### src/rtl/clc_key.sv
// Shared-key stage: key = r2^x mod p via square-and-multiply over a bit-serial Blakley multiplier.
// Optional build macro CLC_KEY_SKIP_LEAD_EN adds a SCAN state that skips leading zero exponent bits.
module clc_key #(
  parameter int W = 32
) (
  input  logic         clk,
  input  logic         rst,
  input  logic         st,
  input  logic [W-1:0] r2,
  input  logic [W-1:0] x,
  input  logic [W-1:0] p,
  output logic [W-1:0] key,
  output logic         busy,
  output logic         done,
  output logic         err
);

  localparam int IW = $clog2(W);

  typedef enum logic [2:0] {
    IDLE,
    REDUCE,
    SCAN,
    SQR,
    MUL,
    DONE
  } state_t;

  state_t state_q, state_d;

  logic [W-1:0]  r2_q, r2_d;
  logic [W-1:0]  x_q, x_d;
  logic [W-1:0]  p_q, p_d;
  logic [W-1:0]  base_q, base_d;
  logic [W-1:0]  res_q, res_d;
  logic [W+1:0]  acc_q, acc_d;
  logic [IW-1:0] i_q, i_d;
  logic [IW-1:0] cnt_q, cnt_d;
  logic [W-1:0]  key_q, key_d;
  logic          err_q, err_d;

  logic [W+1:0]  p_ext;
  logic [W+1:0]  red_shift, red_next;
  logic [W+1:0]  dbl, dbl_red, add_v, mul_next;
  logic          mul_bit;
  logic [IW-1:0] i_dec;

  // One reduction step and one Blakley multiply step; the operand register res_q
  // stays fixed for the whole multiply and is only overwritten on its last cycle.
  always_comb begin
    p_ext     = {2'b00, p_q};
    i_dec     = i_q - IW'(1);
    red_shift = (acc_q << 1) | (W+2)'(r2_q[cnt_q]);
    red_next  = (red_shift >= p_ext) ? red_shift - p_ext : red_shift;
    mul_bit   = (state_q == MUL) ? base_q[cnt_q] : res_q[cnt_q];
    dbl       = acc_q << 1;
    dbl_red   = (dbl >= p_ext) ? dbl - p_ext : dbl;
    add_v     = dbl_red + (mul_bit ? {2'b00, res_q} : '0);
    mul_next  = (add_v >= p_ext) ? add_v - p_ext : add_v;
  end

  always_comb begin
    state_d = state_q;
    r2_d    = r2_q;
    x_d     = x_q;
    p_d     = p_q;
    base_d  = base_q;
    res_d   = res_q;
    acc_d   = acc_q;
    i_d     = i_q;
    cnt_d   = cnt_q;
    key_d   = key_q;
    err_d   = err_q;
    case (state_q)
      IDLE: begin
        if (st) begin
          r2_d    = r2;
          x_d     = x;
          p_d     = p;
          res_d   = W'(1);
          base_d  = '0;
          acc_d   = '0;
          i_d     = IW'(W - 1);
          cnt_d   = IW'(W - 1);
          state_d = REDUCE;
        end
      end
      REDUCE: begin
        // A degenerate modulus spends exactly one cycle here before reporting.
        if (p_q < W'(2)) begin
          key_d   = '0;
          err_d   = 1'b1;
          state_d = DONE;
        end else if (cnt_q == '0) begin
          base_d = red_next[W-1:0];
          acc_d  = '0;
          cnt_d  = IW'(W - 1);
`ifdef CLC_KEY_SKIP_LEAD_EN
          state_d = x_q[i_q] ? SQR : SCAN;
`else
          state_d = SQR;
`endif
        end else begin
          acc_d = red_next;
          cnt_d = cnt_q - IW'(1);
        end
      end
`ifdef CLC_KEY_SKIP_LEAD_EN
      SCAN: begin
        if (i_q == '0) begin
          key_d   = res_q;
          err_d   = 1'b0;
          state_d = DONE;
        end else begin
          i_d     = i_dec;
          state_d = x_q[i_dec] ? SQR : SCAN;
        end
      end
`endif
      SQR: begin
        if (cnt_q == '0) begin
          res_d = mul_next[W-1:0];
          acc_d = '0;
          cnt_d = IW'(W - 1);
          if (x_q[i_q]) begin
            state_d = MUL;
          end else if (i_q == '0) begin
            key_d   = mul_next[W-1:0];
            err_d   = 1'b0;
            state_d = DONE;
          end else begin
            i_d = i_dec;
          end
        end else begin
          acc_d = mul_next;
          cnt_d = cnt_q - IW'(1);
        end
      end
      MUL: begin
        if (cnt_q == '0) begin
          res_d = mul_next[W-1:0];
          acc_d = '0;
          cnt_d = IW'(W - 1);
          if (i_q == '0) begin
            key_d   = mul_next[W-1:0];
            err_d   = 1'b0;
            state_d = DONE;
          end else begin
            i_d     = i_dec;
            state_d = SQR;
          end
        end else begin
          acc_d = mul_next;
          cnt_d = cnt_q - IW'(1);
        end
      end
      DONE: begin
        state_d = IDLE;
      end
      default: begin
        state_d = IDLE;
      end
    endcase
  end

  always_ff @(posedge clk) begin
    if (!rst) begin
      state_q <= IDLE;
      r2_q    <= '0;
      x_q     <= '0;
      p_q     <= '0;
      base_q  <= '0;
      res_q   <= '0;
      acc_q   <= '0;
      i_q     <= '0;
      cnt_q   <= '0;
      key_q   <= '0;
      err_q   <= 1'b0;
    end else begin
      state_q <= state_d;
      r2_q    <= r2_d;
      x_q     <= x_d;
      p_q     <= p_d;
      base_q  <= base_d;
      res_q   <= res_d;
      acc_q   <= acc_d;
      i_q     <= i_d;
      cnt_q   <= cnt_d;
      key_q   <= key_d;
      err_q   <= err_d;
    end
  end

  assign key  = key_q;
  assign err  = err_q;
  assign busy = (state_q != IDLE);
  assign done = (state_q == DONE);

endmodule
### config.mk
export PLATFORM = sky130hd
export DESIGN_NAME = clc_key
export DESIGN_NICKNAME = d
export VERILOG_FILES = /design/src/rtl/clc_key.sv
export SDC_FILE = /design/constraint.sdc
export NUM_CORES = 1
export LEC_CHECK = 0
export CORE_MARGIN = 5
export CORE_UTILIZATION = 64
export DETAILED_ROUTE_END_ITERATION = 7
export PLACE_DENSITY = 0.87
export SLEW_MARGIN = 20
export SYNTH_ARGS = -nofsm -noshare
export SYNTH_HDL_FRONTEND = slang
export SYNTH_SLANG_ARGS = --single-unit
### constraint.sdc
create_clock -name clk -period 20.5 [get_ports clk]
set_input_delay 6.15 -clock clk [delete_from_list [all_inputs] [get_ports clk]]
set_output_delay 6.15 -clock clk [all_outputs]
set_load 0.02 [all_outputs]
Word level (Yosys, flattened, before mapping) --
Cells that the tools add are included. Widths: inputs -> output; s select.
Word-level totals: register bits 239, word-level logic and storage cells 110, bits of input ports 99, output and inout port bits 35
Cells by class: reductions and logical operators 17, bitwise operators 1, add/sub/neg operators 6, $lt $le $gt $ge 6, multiplexer cells 55, eq/ne operators 14
Operator list (number):
- $mux 32 | 11
- $mux 33 | 6
- $pmux 32 s2 | 2
- $ge 34x32->1 | 3
- $pmux 33 s3 | 1
- $pmux 32 s3 | 1
- $sub 33x32->33 | 2
- $mux 5 | 7
- $add 34x32->34 | 1
- $mux 34 | 1
- $or 34x1->34 | 1
- $sub 34x32->34 | 1
- $lt 32x2->1 const B | 1
- $pmux 5 s3 | 2
- $mux 3 | 8
- $bmux 1 s5 | 4
- $reduce_and 5->1 | 3
- $lt 5x6->1 const B | 2
- $ne 2x2->1 const B | 6
- $pmux 3 s4 | 1
- $reduce_bool 3->1 | 4
- $logic_not 5->1 | 2
- $mux 1 | 10
- $sub 5x1->5 const B | 2
- other kinds (12) | 17

Longest topological paths before layout --
Gate-level depths: netlist of the first run.
depth after elaboration 11, gate-level depth with buffers 36, gate-level depth less buffers 32

Worst setup path after synthesis of the first run --
OpenSTA, ideal clock, no wires.
path kind register to register, start reg cnt_q[0], end reg acc_q[11], data required time 20.378 ns, period minus slack after synthesis 7.996 ns, stages on the path, launching flop included 33, path buffers 4, slack 12.504 ns, data arrival time 7.874 ns, setup time 0.122 ns, cell sequence dfxtp_1 -> clkbuf_1 -> buf_1 -> mux4_2 -> mux4_2 -> mux4_2 -> clkbuf_1 -> nand2_1 -> inv_1 -> ha_1 -> a211oi_1 -> nor3_1 -> o211ai_1 -> a21oi_1 -> or3_1 -> nand2_1 -> o221ai_1 -> a21oi_1 -> xor2_1 -> inv_1 -> ha_1 -> a21oi_1 -> o211ai_1 -> a31oi_1 -> o21a_1 -> a31oi_1 -> a21o_1 -> a21oi_1 -> nand4_1 -> o22ai_4 -> buf_4 -> mux2_2 -> a221o_1
Between the ends: longest elaborated chain between the ends 9, elaborated cells between the ends (all ways) 21, those cells by class 3 x add/sub; 2 x order compare; 14 x mux; 1 x bitwise; 1 x reduce/logical
RTL lines:
- start, declared | RTL line 38 | logic [IW-1:0] cnt_q, cnt_d;
- start signal, assigned | RTL line 188 | cnt_q <= cnt_d;
- $bmux 1 s5 | RTL line 55 | mul_bit = (state_q == MUL) ? base_q[cnt_q] : res_q[cnt_q];
- $mux 1 (implied by the code) | RTL line 55
- $mux 1 | RTL line 55
- $mux 32 | RTL line 58 | add_v = dbl_red + (mul_bit ? {2'b00, res_q} : '0);
- $add 34x32->34 | RTL line 58
- $sub 33x32->33 or $ge 34x32->1 (tied branches) | RTL line 59 | mul_next = (add_v >= p_ext) ? add_v - p_ext : add_v;
- $mux 33 | RTL line 59
- $mux 33 | RTL line 121, 140
- $pmux 33 s3 (*) | RTL line 74 | case (state_q)
- end signal, assigned | RTL line 174 | acc_q <= '0;
- end signal, assigned | RTL line 186 | acc_q <= acc_d;
- end, declared | RTL line 36 | logic [W+1:0] acc_q, acc_d;
Every way passes the cells marked *; elsewhere a longest branch is shown, timed or not. The select of a mux whose other input is x is not followed. A chain may end at the register's enable or synchronous reset.

Worst setup path in the final report of the first run --
start reg cnt_q[0], end reg key_q[3] (netlist: key[3])
Between the ends: longest elaborated chain between the ends 11, elaborated cells between the ends (all ways) 19, those cells by class 2 x add/sub; 1 x order compare; 2 x eq/ne; 12 x mux; 2 x reduce/logical
RTL lines:
- $bmux 1 s5 | RTL line 55
- $mux 1 (implied by the code) | RTL line 55
- $mux 1 | RTL line 55
- $mux 32 | RTL line 58
- $add 34x32->34 | RTL line 58
- $sub 33x32->33 or $ge 34x32->1 (tied branches) | RTL line 59
- $mux 33 | RTL line 59
- $mux 32 | RTL line 127, 144
- $mux 32 | RTL line 125 | if (x_q[i_q]) begin
- $mux 32 | RTL line 121 | if (cnt_q == '0) begin
- $pmux 32 s3 | RTL line 74
- end signal, assigned | RTL line 189 | key_q <= key_d;
- end, declared | RTL line 39 | logic [W-1:0] key_q, key_d;
Several ways; a longest one is shown, not always the timed one. The select of a mux whose other input is x is not followed.

==> results.cfg, run 1 <==
[placed_design]
placed_cells = 2515
place_congestion = 1.132
hpwlAfterDp_um = 48130
io_buffer_count = 133
placedInstanceArea_mm2 = 0.01817

[critical_path]
cp.arrival_ps = 9850
crit_type = reg2reg
setup.worst_path.end_class = flop
crit_required_ps = 20900
startpoint_type = flop
crit_fanout = 32

[cells_and_area]
stdcell_count = 2563
final_cell_area_mm2 = 0.01904
drive_above_1_share = 0.06694
n_fill_cell = 1953
regArea_mm2 = 0.004786
multi_input_area_mm2 = 0.01123
syn_to_final_growth_pct = 13.45
nets = 2410

[sta]
clock_skew_ps = 10.79
fmax_mhz = 105.8
finalSetupViolCount = 0
worst_slew_pin_slew_ps = 1100
tns_ps = 0
slew-limit-headroom = 0.2665
holdWs_ps = 446.3
period_minus_slack_ps = 9449
period_share = 0.4609
grt_setup_unrepaired = no
hold_viol_final = 0
drv_slew = 0

[logic_synthesis]
synth.lib_cells_used.distinct = 71
synth-adder-area-share = 0.07857
synth_edf_count = 0
synth_cells = 2157
synth-compound-area-share = 0.2470
synth_top_family_by_area = compound AO/OA/AOI/OAI gates
synth_area_leaders = dfxtp_1 (29%), nand2_1 (9.0%), a21oi_1 (8.6%)
synth_xor_area_frac = 0.06418
ys_warn_count = 0
syn_avg_cell_area_um2 = 7.782
yosysTopAreaCell = dfxtp_1
seq_area_frac_synth = 0.2851
synth-seq-cells = 239
syn_nets = 2359
synth_top_area_frac = 0.2851
synth_area_mm2 = 0.01678
async_reset_ff_frac = 0
synth_mux_area_frac = 0.08401
synth-simple-area-share = 0.1925
synth_flop_cell = dfxtp_1

[route]
routed_via_density = 6.840
num_vias = 17530
ant_nets = 0
wirelength_um = 63850
firstDrtPassIters = 6
wl_per_cell_um = 24.91
drt_iter0_markers = 2509
route.detailed.drc = 0

[clocking]
cts_made_buffers = 26
cts_resized = 0
cts_hold_buf = 0
cts_num_sinks = 239
cts_setup_buffers = 0
cts_tree = yes
htreeDepth = 1
clockRootBuffer = clkbuf_16
clk_latency_ps = 540
cts.clk_slew.worst_paths_ps = 60
cts.path.max_buffers = 3

[floorplanning]
fp.dieW_um = 171.9
io_pins = 134
dieArea_mm2 = 0.02957
die_y_um = 171.9
rows = 59
initial_core_util = 0.6478
design.core.area_mm2 = 0.02591

[status]
outcome = complete, no violations

[global_route]
grt_pass1_wl_um = 96350
grt_antenna_before_repair = 1
grt_max_degree = 118
track_usage = 0.4205
grt_overflow_total = 0
grt_pass1_vias = 16820

[hold_path]
hp-class = reg2reg

[run]
cap_violations = 0
cell families (layout without fill, tap and decap cells):
| kind of cell | after synthesis | after routing |
|---|---|---|
| buffers and inverters | 202 | 271 |
| adder cells (fa/ha/maj) | 103 | 103 |
| AND/OR/NAND/NOR | 730 | 730 |
| AO/OA/AOI/OAI | 673 | 673 |
| flip-flops | 239 | 239 |
| multiplexers | 87 | 87 |
| other | 0 | 2 |
| XOR/XNOR | 123 | 123 |
final timing paths:
check | from | end | slack, ps | cells past startpoint
hold / removal | key[18] | key[18] | 450 | 2
setup reg to reg | cnt_q[0] | key[3] | 11050 | 26
hold reg to reg | key[18] | key[18] | 450 | 2
setup / recovery | cnt_q[0] | key[3] | 11050 | 26
stage by stage:
stage                     setup slack [ps]  utilization
after floorplan                      12500            -
after global placement               11560       0.7014
after detailed placement             11380       0.7014
after CTS                            11360       0.7343
after global routing                 10700       0.7347
final                                11050       0.7349
routing by layer:
metal  vias to the layer above  part of all wire  GRT usage
li1                       7801                 -          -
met5                         -           0.00019          0
met3                       222              0.13     0.1171
met2                      1273              0.44     0.6675
met1                      8233              0.38     0.5401
met4                         2             0.054     0.1794
flip-flops by register name, indices dropped and copies added (netlist names), 5 cells and up:
signal and flops:
res_q 32, r2_q 32, p_q 32, i_q 5
x_q 32, base_q 32, acc_q 33, key 32
cnt_q 5
synth_stat cells, types with 25 or more instances:
library cell	instances
nand3_1	25
nand4_1	26
xnor2_1	81
xor2_1	42
dfxtp_1	239
a21o_1	41
and2_1	39
o21ai_0	111
ha_1	99
mux2i_1	25
nand2_1	402
a22o_1	49
inv_1	72
a21oi_1	287
nor2_1	121
clkbuf_1	100
mux4_2	41
nor3_1	36
o21ai_1	29
placed cells by master (no fill, tap or decap), drive strengths merged, types with 25 or more instances in the layout:
cell type,netlist,final
a21o,41,41
a21oi,288,288
a22o,49,49
and2,39,39
clkbuf,101,40
clkdlybuf4s50,0,133
dfxtp,239,239
ha,99,99
inv,73,73
mux2i,25,25
mux4,41,41
nand2,402,402
nand3,25,25
nand4,26,26
nor2,122,122
nor3,36,36
o21ai,141,141
xnor2,81,81
xor2,42,42
area by class of cell:
| type | instances | share of cell area |
|---|---|---|
| flip-flops and latches | 239 | 0.2513 |
| clock inverters | 6 | 0.003548 |
| clock buffers | 40 | 0.04120 |
| inverters | 73 | 0.01452 |
| multi-input cells | 1716 | 0.5895 |
| diodes | 2 | 0.0002628 |
| repair buffers | 152 | 0.07760 |
| well taps | 335 | 0.02201 |
critical path, cell delays in order, from the launching register on:
cell	delay [ps]
dfxtp_2	640
buf_4	460
mux4_2	560
mux4_2	580
mux4_2	760
and2_1	310
ha_1	360
o21ai_0	170
nor3_1	420
nor3_1	120
o41ai_1	790
nand2_1	210
a21oi_1	230
xor2_1	220
ha_1	350
a22oi_1	240
o211ai_1	120
a31oi_1	240
o21a_1	170
a31oi_1	140
a21o_1	220
a21oi_1	280
nand4_1	190
o22ai_4	250
buf_4	500
mux2i_1	560
o21ai_0	170
Power of run 1 is not shown: default switching activity piles up to over one toggle a cycle in this logic, so the estimate is an artifact.
==> run 2, diff against run 1 <==
--- a/config.mk
+++ b/config.mk
@@ -6,9 +6,9 @@
 export NUM_CORES = 1
 export LEC_CHECK = 0
 export CORE_MARGIN = 5
-export CORE_UTILIZATION = 64
+export CORE_UTILIZATION = 60
 export DETAILED_ROUTE_END_ITERATION = 7
-export PLACE_DENSITY = 0.87
+export PLACE_DENSITY = 0.82
 export SLEW_MARGIN = 20
 export SYNTH_ARGS = -nofsm -noshare
 export SYNTH_HDL_FRONTEND = slang
==> constraint.sdc (replaced) <==
create_clock -name clk -period 9.79 [get_ports clk]
set_input_delay 2.937 -clock clk [delete_from_list [all_inputs] [get_ports clk]]
set_output_delay 2.937 -clock clk [all_outputs]
set_load 0.02 [all_outputs]
==> results.cfg, run 2 (same netlist as run 1, synthesis figures left out) <==
[clocking]
cts_made_buffers = 25
cts.clk_slew.worst_paths_ps = 70
cts_resized = 0
cts_tree = yes
cts.path.max_buffers = 3
cts_hold_buf = 0
cts_setup_buffers = 0
clk_latency_ps = 580
clockRootBuffer = clkbuf_16
cts_num_sinks = 239
htreeDepth = 1

[placed_design]
io_buffer_count = 133
place_congestion = 1.122
placed_cells = 2568
dp_slack_ps = 916.4
hpwlAfterDp_um = 51100

[sta]
worst_slew_pin_slew_ps = 1157
grt_setup_unrepaired = no
tns_ps = 0
clock_skew_ps = 11.86
fmax_mhz = 109.9
finalSetupViolCount = 0
worst_slack_ps = 690.0
period_minus_slack_ps = 9100
slew-limit-headroom = 0.2266
hold_viol_final = 0
period_share = 0.9295
drv_slew = 0

[status]
outcome = complete, no violations

[hold_path]
holdPathEnd = key[18]
hp-class = reg2reg
hp-start = key[18]
hold_depth = 2

[critical_path]
reg2reg_depth = 27
crit_required_ps = 10250
crit_fanout = 32
cp.arrival_ps = 9560
regToRegEndpoint = acc_q[6]
ff2ff_setup_slack_ps = 690
crit_type = reg2reg
startpoint_type = flop
crit_path_start = cnt_q[0]
r2r_start = cnt_q[0]
setup.worst_path.end_class = flop

[cells_and_area]
largest_register = acc_q
stdcell_count = 2616
mostFrequentLayoutCell = nand2_1
nets = 2419
drive_above_1_share = 0.07335
largest_register_ffs = 33
layout.cells.most_common_list = nand2_1 (401), a21oi_1 (287), dfxtp_1 (238)
syn_to_final_growth_pct = 14.36

[floorplanning]
fp.dieW_um = 177.3
design.core.area_mm2 = 0.02771
rows = 61
die_y_um = 177.3
initial_core_util = 0.6058
dieArea_mm2 = 0.03142
io_pins = 134

[route]
num_vias = 17560
route.detailed.drc = 0
ant_nets = 0
wl_per_cell_um = 25.37
routed_via_density = 6.713
firstDrtPassIters = 6
wirelength_um = 66380
drt_iter0_markers = 2151

[global_route]
grt_antenna_before_repair = 0
track_usage = 0.4080
grt_overflow_total = 0
grt_max_degree = 103
grt_pass1_vias = 16940
grt_pass1_wl_um = 98880

[run]
cap_violations = 0
==> run 2: changes by cell type in the layout (fill, tap and decap cells not counted), moves of 2 or more <==
cell,before,now
clkbuf_16,27,25
clkbuf_1,7,2
clkinv_2,1,5
buf_4,18,28
==> run 2: worst max-delay path by stage <==
stage | endpoint | slack, ps | depth (start not counted)
4_1_cts | acc_q[6] | 860 | 29
3_3_place_gp | acc_q[14] | 1180 | 27
3_5_place_dp | acc_q[23] | 920 | 27
5_1_grt | acc_q[6] | 380 | 27
6_report | acc_q[6] | 690 | 27
2_1_floorplan | acc_q[15] | 1790 | 32
==> run 2: area by class of cell <==
class	count	area (um^2)
Antenna cell	2	5.005
Clock buffer	34	729.5
Clock inverter	12	136.4
Fill cell	2171	8511
Inverter	73	276.5
Multi-Input combinational cell	1716	11230
Sequential cell	239	4786
Tap cell	378	473.0
Timing Repair Buffer	162	1562
==> run 2: through the flow <==
step	instance area, um^2	util	hold slack (ps)
final	19190	0.6928	445.5
after global routing	19190	0.6926	474.5
after CTS	19190	0.6926	451.3
after detailed placement	18320	0.6614	442.8
after global placement	18320	0.6613	434.2
after floorplan	16780	-	428.7
==> run 2: routing by layer <==
metal,vias to the layer above,GRT usage,part of all wire
met4,2,0.2646,0.083
met3,291,0.1115,0.11
li1,7825,-,-
met2,1204,0.6360,0.43
met5,-,0.008013,0.00045
met1,8238,0.4959,0.37
==> run 2: worst max-delay path: stages, from the launching register on <==
cell and delay [ps]:
dfxtp_2 820, mux4_2 620, mux4_2 540, mux4_2 780, and2_1 290, ha_1 230
inv_1 80, fa_1 200, nor2b_1 80, o31a_1 280, o211a_1 290, o211ai_1 230
nand3_1 230, a31oi_1 780, o21ai_0 290, xor2_1 220, ha_1 370, a21oi_1 240
nand2b_1 160, o21a_1 160, a31oi_1 120, a21o_1 230, a21oi_1 270, nand4_1 190
o22ai_4 250, buf_12 230, mux2_2 390, a221o_1 320
Power of run 2 is left out for the same reason.
